[src/rtl/adder_byte_sequencer_if.sv]
`default_nettype none
// ============================================================================
// Module      : adder_byte_sequencer_if
// Description : Operand request / result handshake bundle for the byte
//               sequencer. "slave" is the sequencer side, "master" the peer.
// Revision    : 1.0 - initial release
// ============================================================================
interface adder_byte_sequencer_if #(
    parameter int NBYTES = 4
) ();
    localparam int c_W = 8 * NBYTES;

    logic           in_valid;
    logic           in_ready;
    logic [c_W-1:0] in_a;
    logic [c_W-1:0] in_b;
    logic           in_cin;
    logic           in_sub;
    logic           out_valid;
    logic           out_ready;
    logic [c_W-1:0] out_sum;
    logic           out_cout;
    logic           out_ovf;

    modport slave (
        input  in_valid, in_a, in_b, in_cin, in_sub, out_ready,
        output in_ready, out_valid, out_sum, out_cout, out_ovf
    );

    modport master (
        output in_valid, in_a, in_b, in_cin, in_sub, out_ready,
        input  in_ready, out_valid, out_sum, out_cout, out_ovf
    );
endinterface
`default_nettype wire

[src/rtl/adder_byte_sequencer.sv]
`default_nettype none
// ============================================================================
// Module      : adder_byte_sequencer
// Description : Runs an NBYTES-wide add/subtract through one external 8-bit
//               adder, one byte per cycle, LSB byte first.
// Revision    : 1.0 - initial release
// ============================================================================
module adder_byte_sequencer #(
    parameter int NBYTES = 4
) (
    input  logic                         clk,
    input  logic                         rst,
    adder_byte_sequencer_if.slave        bus,
    output logic [7:0]                   add_a,
    output logic [7:0]                   add_b,
    output logic                         add_cin,
    input  logic [7:0]                   add_sum,
    input  logic                         add_cout
);
    localparam int c_IDXW = (NBYTES > 1) ? $clog2(NBYTES) : 1;
    localparam logic [c_IDXW-1:0] c_LAST_IDX = c_IDXW'(NBYTES - 1);

    typedef enum logic [1:0] {
        S_IDLE = 2'd0,
        S_RUN  = 2'd1,
        S_DONE = 2'd2
    } state_t;

    state_t                  r_state;
    state_t                  w_state_nxt;
    logic [c_IDXW-1:0]       r_idx;
    logic                    r_carry;
    logic [NBYTES-1:0][7:0]  r_a;
    logic [NBYTES-1:0][7:0]  r_b;
    logic [NBYTES-1:0][7:0]  r_sum;
    logic                    r_cout;
    logic                    r_ovf;
    logic                    r_in_ready;
    logic                    r_out_valid;
    logic                    w_last;

    assign w_last = (r_idx == c_LAST_IDX);

    always_ff @(posedge clk) begin
        if (rst) begin
            r_state <= S_IDLE;
        end else begin
            r_state <= w_state_nxt;
        end
    end

    // The adder pins carry only registered values, so the carry chain is
    // broken by r_carry between bytes.
    always_comb begin
        w_state_nxt = r_state;
        add_a       = 8'h00;
        add_b       = 8'h00;
        add_cin     = 1'b0;
        unique case (r_state)
            S_IDLE: begin
                if (bus.in_valid) begin
                    w_state_nxt = S_RUN;
                end
            end
            S_RUN: begin
                add_a   = r_a[r_idx];
                add_b   = r_b[r_idx];
                add_cin = r_carry;
                if (w_last) begin
                    w_state_nxt = S_DONE;
                end
            end
            S_DONE: begin
                if (bus.out_ready) begin
                    w_state_nxt = S_IDLE;
                end
            end
            default: w_state_nxt = S_IDLE;
        endcase
    end

    always_ff @(posedge clk) begin
        if (rst) begin
            r_idx       <= '0;
            r_carry     <= 1'b0;
            r_a         <= '0;
            r_b         <= '0;
            r_sum       <= '0;
            r_cout      <= 1'b0;
            r_ovf       <= 1'b0;
            r_in_ready  <= 1'b1;
            r_out_valid <= 1'b0;
        end else begin
            r_in_ready  <= (w_state_nxt == S_IDLE);
            r_out_valid <= (w_state_nxt == S_DONE);
            unique case (r_state)
                S_IDLE: begin
                    if (bus.in_valid) begin
                        r_a     <= bus.in_a;
                        r_b     <= bus.in_sub ? ~bus.in_b : bus.in_b;
                        r_carry <= bus.in_sub ? 1'b1 : bus.in_cin;
                        r_idx   <= '0;
                    end
                end
                S_RUN: begin
                    r_sum[r_idx] <= add_sum;
                    r_carry      <= add_cout;
                    if (w_last) begin
                        r_idx  <= '0;
                        r_cout <= add_cout;
                        // Overflow: like-signed operands yielding an unlike-signed result.
                        r_ovf  <= (r_a[NBYTES-1][7] == r_b[NBYTES-1][7]) &&
                                  (add_sum[7] != r_a[NBYTES-1][7]);
                    end else begin
                        r_idx <= r_idx + 1'b1;
                    end
                end
                default: begin
                end
            endcase
        end
    end

    assign bus.in_ready  = r_in_ready;
    assign bus.out_valid = r_out_valid;
    assign bus.out_sum   = r_sum;
    assign bus.out_cout  = r_cout;
    assign bus.out_ovf   = r_ovf;

endmodule
`default_nettype wire

[src/flat_wrapper.sv]
// flat-port wrapper written by rule: the top's interface ports become plain ports
module adder_byte_sequencer_flat 
#(
    parameter int NBYTES = 4
)
  (clk, rst, add_a, add_b, add_cin, add_sum, add_cout, bus_in_valid, bus_in_a, bus_in_b, bus_in_cin, bus_in_sub, bus_out_ready, bus_in_ready, bus_out_valid, bus_out_sum, bus_out_cout, bus_out_ovf);
  adder_byte_sequencer_if #(.NBYTES(NBYTES)) bus_i ();
  input  logic clk;
  input  logic rst;
  output logic [7:0] add_a;
  output logic [7:0] add_b;
  output logic add_cin;
  input  logic [7:0] add_sum;
  input  logic add_cout;
  input wire logic [$bits(bus_i.in_valid)-1:0] bus_in_valid;
  input wire logic [$bits(bus_i.in_a)-1:0] bus_in_a;
  input wire logic [$bits(bus_i.in_b)-1:0] bus_in_b;
  input wire logic [$bits(bus_i.in_cin)-1:0] bus_in_cin;
  input wire logic [$bits(bus_i.in_sub)-1:0] bus_in_sub;
  input wire logic [$bits(bus_i.out_ready)-1:0] bus_out_ready;
  output wire logic [$bits(bus_i.in_ready)-1:0] bus_in_ready;
  output wire logic [$bits(bus_i.out_valid)-1:0] bus_out_valid;
  output wire logic [$bits(bus_i.out_sum)-1:0] bus_out_sum;
  output wire logic [$bits(bus_i.out_cout)-1:0] bus_out_cout;
  output wire logic [$bits(bus_i.out_ovf)-1:0] bus_out_ovf;
  assign bus_i.in_valid = bus_in_valid;
  assign bus_i.in_a = bus_in_a;
  assign bus_i.in_b = bus_in_b;
  assign bus_i.in_cin = bus_in_cin;
  assign bus_i.in_sub = bus_in_sub;
  assign bus_i.out_ready = bus_out_ready;
  assign bus_in_ready = bus_i.in_ready;
  assign bus_out_valid = bus_i.out_valid;
  assign bus_out_sum = bus_i.out_sum;
  assign bus_out_cout = bus_i.out_cout;
  assign bus_out_ovf = bus_i.out_ovf;
  adder_byte_sequencer #(.NBYTES(NBYTES)) u_core (.clk(clk), .rst(rst), .bus(bus_i), .add_a(add_a), .add_b(add_b), .add_cin(add_cin), .add_sum(add_sum), .add_cout(add_cout));
endmodule
[config.mk]
export PLATFORM = sky130hd
export DESIGN_NAME = adder_byte_sequencer_flat
export DESIGN_NICKNAME = d
export VERILOG_FILES = /design/src/rtl/adder_byte_sequencer_if.sv /design/src/rtl/adder_byte_sequencer.sv /design/src/flat_wrapper.sv
export SDC_FILE = /design/constraint.sdc
export NUM_CORES = 1
export LEC_CHECK = 0
export ABC_AREA = 0
export CAP_MARGIN = 20
export CORE_MARGIN = 2
export CORE_UTILIZATION = 49
export CTS_BUF_LIST = sky130_fd_sc_hd__clkbuf_4 sky130_fd_sc_hd__clkbuf_8
export DETAILED_ROUTE_END_ITERATION = 16
export GPL_TIMING_DRIVEN = 1
export PLACE_DENSITY = 0.89
export SLEW_MARGIN = 0
export SYNTH_ARGS = -nofsm -noshare
export SYNTH_HDL_FRONTEND = slang
export SYNTH_SLANG_ARGS = --single-unit
[constraint.sdc]
create_clock -name clk -period 2.2 [get_ports clk]
set_clock_uncertainty 0.1 [all_clocks]
set_input_delay 0.44 -clock clk [delete_from_list [all_inputs] [get_ports clk]]
set_output_delay 0.44 -clock clk [all_outputs]
set_load 0.02 [all_outputs]
# --- Word level (Yosys, flattened, before mapping) ---
# Cells that the tools add are included.
totals:
  regBits: 105
  latch_bits: 0
  ramBits: 0
  mem_bits_ro: 0
  inputBits: 79
  word_cells: 59
  n_memories: 0
classes:
  add_sub_neg: 1
  mul: 0
  div_mod_pow: 0
  order_cmp: 2
  eq_ne: 7
  shifts: 0
  mux: 21
  bitwise: 1
  n_reduce_logical: 8
op_table:
  columns: ["operator", "count"]
  rows:
  - ["$mux 8", 5]
  - ["$bmux 8 s2", 2]
  - ["$bwmux 32", 1]
  - ["$mux 32", 1]
  - ["$not 32->32", 1]
  - ["$demux 8 s2", 1]
  - ["$mux 2", 5]
  - ["$eq 2x2->1 const B", 3]
  - ["$pmux 2 s3", 1]
  - ["$reduce_and 2->1", 3]
  - ["$logic_not 2->1", 2]
  - ["$pmux 2 s2", 1]
  - ["$lt 2x3->1 const B", 1]
  - ["$mux 1", 3]
  - ["$add 2x1->2 const B", 1]
  - ["$eq 2x1->1 const B", 1]
  - ["$ge 2x1->1 const B", 1]
  - ["$logic_and 1x1->1", 2]
  - ["$ne 2x2->1 const B", 1]
  - ["$pmux 1 s2", 1]
  - ["$reduce_bool 2->1", 1]
  - ["$eq 1x1->1", 1]
  - ["$ne 1x1->1", 1]

# --- Depth between registers and ports, before layout ---
logic_depth:
  depth_word: 5
  depth_mapped: 8
  mapped_depth_nobuf: 5

# --- Worst setup path before layout ---
# OpenSTA, ideal clock, no wires.
synth_timing:
  path_kind: "reg2out"
  from: "reg u_core.r_idx[0]"
  to: "out add_b[0]"
  arrival_time_ps: 1364
  slack_ps: 296
  stages_incl_launch_ff: 5
  path_cell_list: "dfxtp_1 -> buf_6 -> buf_6 -> mux4_2 -> nor2b_1"
synth_between:
  elab_chain_cells: 3
synth_lines:
  columns: ["element", "line_no", "source"]
  rows:
  - ["from (decl)", "adder_byte_sequencer.sv:31", "logic [c_IDXW-1:0] r_idx;"]
  - ["from (signal assigned)", "adder_byte_sequencer.sv:115", "r_idx <= r_idx + 1'b1;"]
  - ["$bmux 8 s2", "adder_byte_sequencer.sv:67", "add_b = r_b[r_idx];"]
  - ["$mux 8 (implied by the code)", "adder_byte_sequencer.sv:67", null]
  - ["$mux 8", "adder_byte_sequencer.sv:59", "unique case (r_state)"]
  - ["to (decl)", "flat_wrapper.sv:11", "output logic [7:0] add_b;"]
# No other way between the ends. The select of a mux whose other input is x is not followed.

# --- Worst setup path in the final report ---
# Ends and elaborated chain as after synthesis.

==> results.md <==
* P_int at 0.00297 W
* GP Congestion at 0.780
* Synth Area in Compound Gates at 0.112
* DP Area at 5960 um^2
* Mux cell area share after synthesis at 0.133
* P&R area growth vs syn at 39.0%
* Worst slew margin at 0.558
* Cell area after synthesis at 4530 um^2
* PnR worst setup slack at -0.0483 ns
* I/O pins at 132
* Final hold vios at 0
* Worst Hold Launch: u_core.bus.out_cout$_SDFFE_PP0P_
* Die width at 100 um
* # rows at 35
* Yosys warning count at 0
* Final Cycle Share at 1.02
* Adder-cell share of the synthesized area at 0.0110
* Final setup violation count at 14
* Minimum clock period at 2.25 ns
* IO buf count at 131
* Commonest cells after routing, fill and taps aside: 112 x clkdlybuf4s50_1, 103 x dfxtp_1, 84 x nand2_1
* Number of CTS-inserted buffers at 9
* CP endpoint kind: output port
* CTS sink count at 105
* Fillers at 711
* Reg2reg start: u_core.r_idx[0]$_SDFFE_PP0P_
* FF+latch area at 2110 um^2
* Final WL at 11.1 mm
* Multi-input logic area at 2280 um^2
* CTS tree: yes
* Main combinational cell family by area after synthesis: simple AND/OR/NAND/NOR gates
* RSZ-0062 raised after global routing: true
* Post-CTS Hold Buffers at 0
* Crit start category: flop
* Logic gate share of total power at 0.184
* Data arrival, critical path at 1.71 ns
* WL/cell at 15.3 um
* Crit path required time at 1.66 ns
* Crit Path Max Fanout at 5
* Remaining antenna violation count at 0
* Layout cells sized above 1 at 0.147
* Simple-gate portion of the synthesized area at 0.169
* H-tree lvl count at 3
* Biggest area consumer among synthesized cells: dfxtp_1
* Worst vdd ir at 0.411 mV
* Most common cell after layout, fill and taps aside: clkdlybuf4s50_1
* Leakage at 2.44 nW
* Synth cell types at 27
* Maxcap violations at 0
* Clock Latency Late Sink at 0.36 ns
* Seq/Total Area, Yosys at 0.464
* Cells after Synth at 485
* Clk pwr share at 0.304
* Power per cell area at 644 nW/um^2
* Clock Tree Root: clkbuf_8
* Initial antenna violation count at 0
* Clock transition at the registers of the reported paths at 0.10 ns
* DP HPWL at 8.01 mm
* Starting density of the core at 0.497
* Vias at 3,792
* Nets at 692
* Worst min-delay path class: flop to flop
* DRC violations left at 0
* Status: finished with violations
* Reg power frac at 0.512
* Diode count at 0
* Starting DRT DRC Count at 123
* Fmax at 445 MHz
* Switching portion of total power at 0.268
* Total Routing Usage GR at 0.224
* Max clock buf depth at 2
* Synth top area share at 0.464
* Critical path type: flop to output port
* #FFs+latches synth at 105
* Floorplan Core Area at 9110 um^2
* Die H at 100 um
* Vias in the first global route at 3,882
* Sw Pwr at 0.00109 W
* Min Hold Slack at 0.357 ns
* First-pass DRT Iterations at 4
* First-pass GRT wire length at 17.9 mm
* Failing checks: setup timing
* Syn avg cell area at 9.34 um^2
* Final Cell Area at 6300 um^2
* Remaining Overflow, GRT at 0
* Worst Setup SP: u_core.r_idx[0]$_SDFFE_PP0P_
* Final Max Slew Viols at 0
* Synth top area cells: dfxtp_1 46%, mux4_2 8.0%, nand2_1 7.0%, xnor2_1 6.2%, a211oi_1 5.6%
* Die ar. at 10,000 um^2
* Worst-Margin Slew at 0.661 ns
* XOR/XNOR share of the synthesized area at 0.0619
* Mapped Nets at 568
* Largest net degree at the start of global routing at 67
* DR vias/cell at 5.23
[metrics by stage]
stage | std cells | util | setup WS (ns) | power (W) | TNS [ns]
CTS | 725 | 0.681 | -0.118 | 0.00407 | -1.09
floorplan | 485 | - | 0.296 | 0.00252 | 0
global route | 725 | 0.691 | -0.0957 | 0.00423 | -1.19
global placement | 706 | 0.655 | -0.0626 | 0.00280 | -0.854
finish | 725 | 0.691 | -0.0483 | 0.00405 | -0.466
detailed placement | 706 | 0.655 | -0.0967 | 0.00283 | -1.12
[area by class of cell]
type,count,share of cell area
Clock buffer,9,0.0197
Clock inverter,7,0.0137
Inverter,3,0.00179
Multi-Input combinational cell,335,0.363
Sequential cell,105,0.335
Tap cell,111,0.0221
Timing Repair Buffer,155,0.245
[state kept, by name (all words and copies together) (netlist names)]
| register | flops |
|---|---|
| u_core.r_a | 32 |
| u_core.r_b | 32 |
| u_core.bus.out_valid | 1 |
| u_core.bus.out_ovf | 1 |
| u_core.r_carry | 1 |
| u_core.r_state | 2 |
| u_core.r_idx | 2 |
| u_core.bus.in_ready | 1 |
| u_core.bus.out_cout | 1 |
| u_core.bus.out_sum | 32 |
[power by group through the flow]
stage	registers, W	logic [W]	clock network, W
finish	0.00208	0.000747	0.00123
global route	0.00209	0.000814	0.00133
CTS	0.00207	0.000734	0.00126
detailed placement	0.00212	0.000715	0
global placement	0.00211	0.000692	0
floorplan	0.00211	0.000404	0
[timing repair]
item	CTS	global route
cloned	1	1
setup buffers	2	0
gates resized for setup	85	29
setup endpoints to repair	17	28
[synth_stat cells]
master / instances
a21oi_1: 44
xnor2_1: 32
a211oi_1: 34
nand2b_1: 3
dfxtp_1: 105
nor3b_2: 1
a2bb2oi_1: 1
or3b_1: 2
or3_1: 1
mux2i_1: 24
mux4_2: 16
buf_1: 1
buf_6: 2
clkbuf_1: 12
o31ai_1: 1
buf_2: 25
o21bai_1: 1
nor2b_1: 16
a21oi_2: 1
ha_1: 4
nor3_1: 1
and3b_1: 2
inv_1: 3
buf_4: 2
nand2_1: 84
nand3b_1: 6
nor2_1: 61
[cell families after synthesis]
family | after synthesis
flops | 105
mux | 40
xor+xnor | 32
fa+ha+maj | 4
buf+inv | 45
compound gates | 82
simple gates | 177
[per-layer routing]
| metal | global-route usage | part of all wire | vias up |
|---|---|---|---|
| li1 | - | - | 1874 |
| met1 | 0.265 | 0.41 | 1784 |
| met2 | 0.406 | 0.52 | 122 |
| met3 | 0.0467 | 0.061 | 12 |
| met4 | 0.0717 | 0.0099 | 0 |
| met5 | 0 | 0 | - |
[critical path, cell delays in order (launching register included)]
cell and delay (ns):
dfxtp_4 0.41, buf_12 0.14, mux4_2 0.49, nor2b_2 0.18
buf_6 0.14
[path summary, 6_finish.rpt]
| check | slack (ns) | cells past startpoint | endpoint |
|---|---|---|---|
| min reg2reg | 0.36 | 2 | u_core.bus.out_cout$_SDFFE_PP0P_ |
| min | 0.36 | 2 | u_core.bus.out_cout$_SDFFE_PP0P_ |
| max | -0.05 | 4 | add_b[0] |
| max reg2reg | 0.10 | 8 | u_core.bus.out_sum[6]$_SDFFE_PP0P_ |
Note: power is estimated with default switching activity, not from simulation.
